[src/rtl/fetch_buffer.sv]
// fetch_buffer: three-wide in-order instruction queue between fetch and dispatch.
// Define FB_BYPASS_EN to let an empty buffer forward fetch packets to dispatch in the same cycle.
package fetch_buffer_pkg;
  typedef struct packed {
    logic        valid;
    logic [31:0] inst;
    logic [31:0] npc;
    logic [31:0] pc;
  } IF_ID_PACKET;
endpackage

module fetch_buffer
  import fetch_buffer_pkg::*;
#(
  parameter int FB_DEPTH = 8
) (
  input  logic                       clock,
  input  logic                       reset,
  input  logic                       squash,
  input  IF_ID_PACKET [2:0]          if_packet_in,
  output logic                       fb_stall,
  output IF_ID_PACKET [2:0]          if_id_packet_out,
  input  logic [2:0]                 d_stall,
  output logic [$clog2(FB_DEPTH):0]  fb_count
);
  localparam int AW = $clog2(FB_DEPTH);
  localparam int CW = AW + 1;
  localparam logic [CW-1:0] DEPTH_C = CW'(FB_DEPTH);

  IF_ID_PACKET   r_entry [FB_DEPTH];
  logic [AW-1:0] r_head;
  logic [AW-1:0] r_tail;
  logic [CW-1:0] r_count;

  logic [1:0]    w_pos [3];
  logic [1:0]    w_in_n;
  logic [1:0]    w_push_n;
  logic [1:0]    w_pop_n;
  logic [1:0]    w_skip;
  logic [2:0]    w_out_valid;
  logic [2:0]    w_take;
  logic [2:0]    w_we;
  logic [AW-1:0] w_waddr [3];
  IF_ID_PACKET   w_src [3];

  // Compacted position of each input slot among the valid ones.
  assign w_pos[0] = 2'd0;
  assign w_pos[1] = {1'b0, if_packet_in[0].valid};
  assign w_pos[2] = {1'b0, if_packet_in[0].valid} + {1'b0, if_packet_in[1].valid};
  assign w_in_n   = w_pos[2] + {1'b0, if_packet_in[2].valid};

  assign fb_stall = (DEPTH_C - r_count) < CW'(3);
  assign w_push_n = fb_stall ? 2'd0 : w_in_n;
  assign fb_count = r_count;

`ifdef FB_BYPASS_EN
  logic        w_bypass;
  IF_ID_PACKET w_comp [3];

  always_comb begin
    for (int j = 0; j < 3; j++) begin
      w_comp[j] = '0;
    end
    for (int k = 0; k < 3; k++) begin
      if (if_packet_in[k].valid) begin
        w_comp[w_pos[k]] = if_packet_in[k];
      end
    end
  end

  assign w_bypass = (r_count == '0) & ~squash & ~reset & ~fb_stall;
  // Bypassed packets taken by dispatch never enter the array.
  assign w_skip   = w_bypass ? w_pop_n : 2'd0;
`else
  assign w_skip   = 2'd0;
`endif

  generate
    for (genvar gi = 0; gi < 3; gi++) begin : g_slot
`ifdef FB_BYPASS_EN
      assign w_src[gi]       = w_bypass ? w_comp[gi] : r_entry[r_head + AW'(gi)];
      assign w_out_valid[gi] = w_bypass ? (w_in_n > 2'(gi)) : (r_count > CW'(gi));
`else
      assign w_src[gi]       = r_entry[r_head + AW'(gi)];
      assign w_out_valid[gi] = r_count > CW'(gi);
`endif
      assign w_take[gi]  = w_out_valid[gi] & ~d_stall[gi];
      assign w_we[gi]    = if_packet_in[gi].valid & ~fb_stall & ~reset & ~squash
                           & (w_pos[gi] >= w_skip);
      assign w_waddr[gi] = r_tail + AW'(w_pos[gi] - w_skip);
    end
  endgenerate

  always_comb begin
    for (int i = 0; i < 3; i++) begin
      if_id_packet_out[i] = '0;
      if (w_out_valid[i]) begin
        if_id_packet_out[i]       = w_src[i];
        if_id_packet_out[i].valid = 1'b1;
      end
    end
  end

  // Only the leading run of consumable slots is popped.
  always_comb begin
    w_pop_n = 2'd0;
    if (w_take[0]) begin
      w_pop_n = 2'd1;
      if (w_take[1]) begin
        w_pop_n = 2'd2;
        if (w_take[2]) begin
          w_pop_n = 2'd3;
        end
      end
    end
  end

  always_ff @(posedge clock) begin
    for (int k = 0; k < 3; k++) begin
      if (w_we[k]) begin
        r_entry[w_waddr[k]] <= if_packet_in[k];
      end
    end
  end

  always_ff @(posedge clock) begin
    if (reset || squash) begin
      r_head  <= '0;
      r_tail  <= '0;
      r_count <= '0;
    end else begin
      r_head  <= r_head + AW'(w_pop_n - w_skip);
      r_tail  <= r_tail + AW'(w_push_n - w_skip);
      r_count <= r_count + CW'(w_push_n) - CW'(w_pop_n);
    end
  end
endmodule
[config.mk]
export PLATFORM = sky130hd
export DESIGN_NAME = fetch_buffer
export DESIGN_NICKNAME = d
export VERILOG_FILES = /design/src/rtl/fetch_buffer.sv
export SDC_FILE = /design/constraint.sdc
export NUM_CORES = 2
export LEC_CHECK = 0
export CORE_MARGIN = 2
export CORE_UTILIZATION = 55
export CTS_BUF_LIST = sky130_fd_sc_hd__clkbuf_4
export CTS_CLUSTER_DIAMETER = 150
export DETAILED_ROUTE_END_ITERATION = 7
export GPL_ROUTABILITY_DRIVEN = 0
export PLACE_DENSITY_LB_ADDON = 0.12
export SLEW_MARGIN = 20
export SYNTH_ARGS = -nofsm -noshare
export SYNTH_HDL_FRONTEND = slang
export SYNTH_SLANG_ARGS = --single-unit
[constraint.sdc]
create_clock -name clock -period 14.9 [get_ports clock]
set_clock_uncertainty 0.15 [all_clocks]
set_input_delay 2.98 -clock clock [delete_from_list [all_inputs] [get_ports clock]]
set_output_delay 2.98 -clock clock [all_outputs]
set_load 0.05 [all_outputs]
# After elaboration in Yosys (flattened, before gate mapping)
# Memories as Yosys holds them, arrays and structs flattened. A register that Yosys moved wholly into a read port is not among the register bits.
# Index checks and enable logic that the tools add are counted.
# W data, S select, Z words.
# totals
register_bits	10
ramBits	776
output_inout_bits	296
word_cells	56
latchBits	0
inputBits	297
rom_bits	0
n_memories	1
# classes
div_mod_pow	0
n_eq_ne	0
n_mux	14
n_reduce_logical	1
magnitude_cmp	6
addsub	11
shift	0
mul	0
bitwise_logic	20
# memory_table
name	words	word_bits	rd	rd_clocked_by_memory_dff	write_ports	line	rtl
r_entry	8	97	3	1	3	30	IF_ID_PACKET r_entry [FB_DEPTH];
# ops
cell	n
$mux W97	3
$and A1 B1 Y1	14
$add A3 B2 Y3	3
$gt A4 B1 Y1 const B	2
$mux W1	7
$mux W2	3
$not A1 Y1	6
$add A4 B2 Y4	1
$gt A4 B2 Y1 const B	1
$lt A4 B2 Y1 const B	1
$sub A4 B2 Y4	1
$sub A4 B4 Y4 const A	1
$add A3 B1 Y3	1
$add A3 B1 Y3 const B	1
$add A3 B2 Y3 const B	1
$mux W3	1
$add A1 B1 Y2	1
$add A2 B1 Y2	1
$ge A2 B1 Y1 const B	1
$ge A1 B1 Y1 const B	1
$logic_or A1 B1 Y1	1

# Depth between registers and ports, before layout
# logic_depth
depth_word	9
mapped_depth	14
mapped_depth_nobuf	13

# Worst setup path after synthesis
# OpenSTA, ideal clock, no wires.
# synth_path
path_type	input -> register
from	input if_packet_in[96] (netlist bit)
to	memory r_entry[6][0] (netlist bit) (enable)
arrival_time_ns	7.192
path_slack_ns	7.100
required_time_ns	14.292
path_stages	11
setup_ns	0.458
path_buffers	3
path_cell_list	ha_1 > ha_1 > inv_1 > fa_1 > nand2b_1 > or4_1 > clkbuf_1 > or2_1 > buf_2 > clkbuf_1 > nand2_1
# synth_rtl
element	line	rtl
from (decl)	20	input IF_ID_PACKET [2:0] if_packet_in,
to (decl)	30	

==> results by group <==
Clock network
  • Buffer depth of the longest clock path: 3
  • Post-CTS Resized: 0
  • Clk slew on worst S/H paths: 0.08 ns
  • Clk Latency, worst-skew pair: 1.16 ns
  • Clock buffer count from CTS: 209
  • CTS tree: done
  • CTS HTree Levels: 4
  • CTS sink count: 778
  • Number of hold buffers added after CTS: 0
  • Clock root buffer: sky130_fd_sc_hd__clkbuf_4
  • Count of buffers added by post-CTS timing repair for setup: 0

Setup path
  • Slowest stage cell on the critical path: sky130_fd_sc_hd__dfxtp_4
  • Worst Setup Start Kind: flop
  • Max FO, Critical Path: 56
  • Worst setup EP type: output pin
  • CP most frequent cell: sky130_fd_sc_hd__buf_4
  • Data required time at the worst endpoint: 11.77 ns
  • Cell-by-cell listing of the critical path: buf_4, buf_12, buf_4, mux4_2, mux2i_1, nor2_1, clkdlybuf4s50_1
  • Stage delay of the slowest cell on the critical path: 0.98 ns
  • CP Class: reg2out
  • CP startpoint: r_head[0]
  • Arrival time of data at the critical path endpoint: 6.02 ns
  • Critical register-to-register path startpoint: r_tail[1]

Floorplanning
  • X dimension of the die: 333.5 µm
  • Area of the placeable core: 107400 µm²
  • Starting Density: 55.61%
  • Area of the die: 111200 µm²
  • Count of standard-cell rows: 120
  • IO Count: 593
  • Die extent in y: 333.5 µm

Timing
  • Fin crit share: 61.41%
  • TNS Setup: 0 ns
  • Final setup margin: 5.750 ns
  • Setup violations, final: 0
  • Setup repair after global routing missed its margin: false
  • Fmax achieved: 0.1093 GHz
  • Fin Hold WS: 0.5712 ns
  • Hold violation total from the final report: 0
  • Rel. slew slack: 19.00%
  • Slew at the pin closest to its max-slew limit: 1.215 ns
  • Final number of max-transition violations: 0
  • Min Clock Period, post-route: 9.150 ns

Route
  • Via count normalized by instance count: 7.894
  • First-pass iteration count of the detailed router: 8
  • Drt first-iter violations: 11620
  • Wire length reported by the detailed router: 265700 µm
  • Post-route DRC: 0
  • Number of routed nets with antenna violations: 0
  • Total number of vias: 62310
  • Per-cell routed wire length: 33.66 µm

Placed design
  • Inst Count DP: 7493
  • Worst Setup Slack post-DPL: 6.015 ns
  • Detail Placement HPWL: 142000 µm
  • Number of buffer cells added on primary ports: 592
  • Placed Instance Area: 65070 µm²

Finish
  • Area growth, synth to finish: 13.67%
  • Fill count: 8752
  • Most used cells in the layout excluding fill and tap cells: 773 x sky130_fd_sc_hd__nor3_1, 768 x sky130_fd_sc_hd__o21ai_0, 768 x sky130_fd_sc_hd__a31oi_1, 768 x sky130_fd_sc_hd__edfxtp_1, 737 x sky130_fd_sc_hd__nand2_1
  • Post-Layout Inst Area: 67860 µm²
  • Final standard cell utilization of the core: 63.21%
  • Share of cells above drive strength 1: 14.73%
  • Total number of nets in the final design: 6621
  • Most common cell after layout, fill and taps aside: sky130_fd_sc_hd__nor3_1
  • Post-route insts no fill: 7894

Global routing
  • Antenna violations before repair: 44
  • Number of global-route vias before repair: 58880
  • GRT Total Usage: 46.35%
  • Total global routing overflow: 0
  • Maximum number of pins on one net before global-route repair: 239
  • First-pass GRT wire length: 385200 µm

Power
  • PnR Total Power: 10.26 mW
  • Leakage power of the design: 19.92 nW
  • Cell Pwr Density: 151.2 nW/µm²
  • Maximum vdd ir drop: 218.9 µV

Synthesis
  • Number of enable-type register cells in the synthesized netlist: 768
  • Proportion of synthesized flip-flops having asynchronous set or reset: 0%
  • Biggest area contributors in the synthesized netlist: sky130_fd_sc_hd__edfxtp_1 39%, sky130_fd_sc_hd__mux4_2 18%, sky130_fd_sc_hd__a31oi_1 8.0%, sky130_fd_sc_hd__nor3_1 6.5%, sky130_fd_sc_hd__o21ai_0 6.4%
  • Count of synthesis-stage warnings from yosys: 0
  • Cell count after synthesis: 6276
  • Prevailing post-synth register cell: sky130_fd_sc_hd__edfxtp_1
  • Synth area leader: sky130_fd_sc_hd__edfxtp_1
  • Total standard cell area after synthesis: 59700 µm²
  • Portion of synthesized cell area occupied by the leading cell type: 38.63%
  • Mean cell area of the mapped netlist: 9.512 µm²
  • Post-synthesis register bit count: 778
  • Synthesized net count: 6591
  • Sequential fraction of the synthesis area: 38.97%
  • Unique cell type count in the Yosys netlist: 46

Min path
  • Hold Path Class: reg2reg
  • Worst Hold Launch: r_tail[0]

Status
  • Outcome: finished clean

Job
  • Max-cap viol count: 0
## synthesized netlist by cell type (6+ instances only)
library cell and number:
sky130_fd_sc_hd__nand3_1 229, sky130_fd_sc_hd__and2_1 6, sky130_fd_sc_hd__a21oi_1 98, sky130_fd_sc_hd__buf_6 16, sky130_fd_sc_hd__o21ai_0 768, sky130_fd_sc_hd__nand2_1 750, sky130_fd_sc_hd__fa_1 6, sky130_fd_sc_hd__nor3_1 775
sky130_fd_sc_hd__and3_1 271, sky130_fd_sc_hd__xnor2_1 6, sky130_fd_sc_hd__edfxtp_1 768, sky130_fd_sc_hd__a22oi_1 6, sky130_fd_sc_hd__buf_1 156, sky130_fd_sc_hd__buf_2 57, sky130_fd_sc_hd__mux4_2 481, sky130_fd_sc_hd__a31oi_1 768
sky130_fd_sc_hd__ha_1 12, sky130_fd_sc_hd__mux2i_1 192, sky130_fd_sc_hd__dfxtp_1 10, sky130_fd_sc_hd__nor2_1 202, sky130_fd_sc_hd__inv_1 18, sky130_fd_sc_hd__clkbuf_1 642, sky130_fd_sc_hd__or2_1 6
## logic make-up (layout without fill, tap and decap cells)
logic type | after synthesis | count (layout) | share of synthesized area [%]
fa+ha+maj | 18 | 18 | 0.4527
simple gates | 2261 | 2261 | 17.68
buf+inv | 892 | 1081 | 5.948
mux | 673 | 673 | 21.37
flops | 778 | 778 | 38.97
other cells | 0 | 26 | 0
xor+xnor | 9 | 9 | 0.1320
compound gates | 1645 | 1645 | 15.45
## power by group
group          switching, mW  internal (mW)  total [mW]
Combinational           4.09           1.54        5.63
Clock                  0.997          0.965        1.96
Sequential            0.0981           2.57        2.67
## sequential cells by signal, summed over array words and instances, names as in the netlist
register and flops:
fb_count 4, r_entry 768, r_head 3, r_tail 3
## worst max-delay path, delay by kind of cell (launching register included)
family,cells,cell delay (ns)
and+or+nand+nor,1,0.07
muxes,2,0.87
buffers and inverters,4,2.79
DFF,1,0.98
## metal layers
| metal | vias to the layer above | part of all wire [%] | GRT usage, % |
|---|---|---|---|
| met2 | 7030 | 43 | 67.16 |
| li1 | 24510 | - | - |
| met4 | 48 | 7.1 | 30.27 |
| met3 | 1472 | 18 | 17.35 |
| met1 | 29260 | 32 | 58.21 |
| met5 | - | 0.14 | 0.4342 |
## path summary, 6_finish.rpt
path	end	slack, ns	depth (start not counted)
setup / recovery	if_id_packet_out[0]	5.75	7
hold / removal	r_tail[0]	0.57	2
setup reg to reg	r_entry[4][76]	9.41	7
hold reg to reg	r_tail[0]	0.57	2
## final cells by class
| cell class | count | area (µm²) | share of cell area (%) |
|---|---|---|---|
| Antenna cell | 26 | 65.06 | 0.09588 |
| Clock buffer | 305 | 2290 | 3.374 |
| Clock inverter | 65 | 310.3 | 0.4573 |
| Inverter | 18 | 67.56 | 0.09957 |
| Multi-Input combinational cell | 4606 | 33190 | 48.91 |
| Sequential cell | 778 | 23270 | 34.30 |
| Tap cell | 1403 | 1755 | 2.587 |
| Timing Repair Buffer | 693 | 6909 | 10.18 |
(Power assumes the default switching activity.)
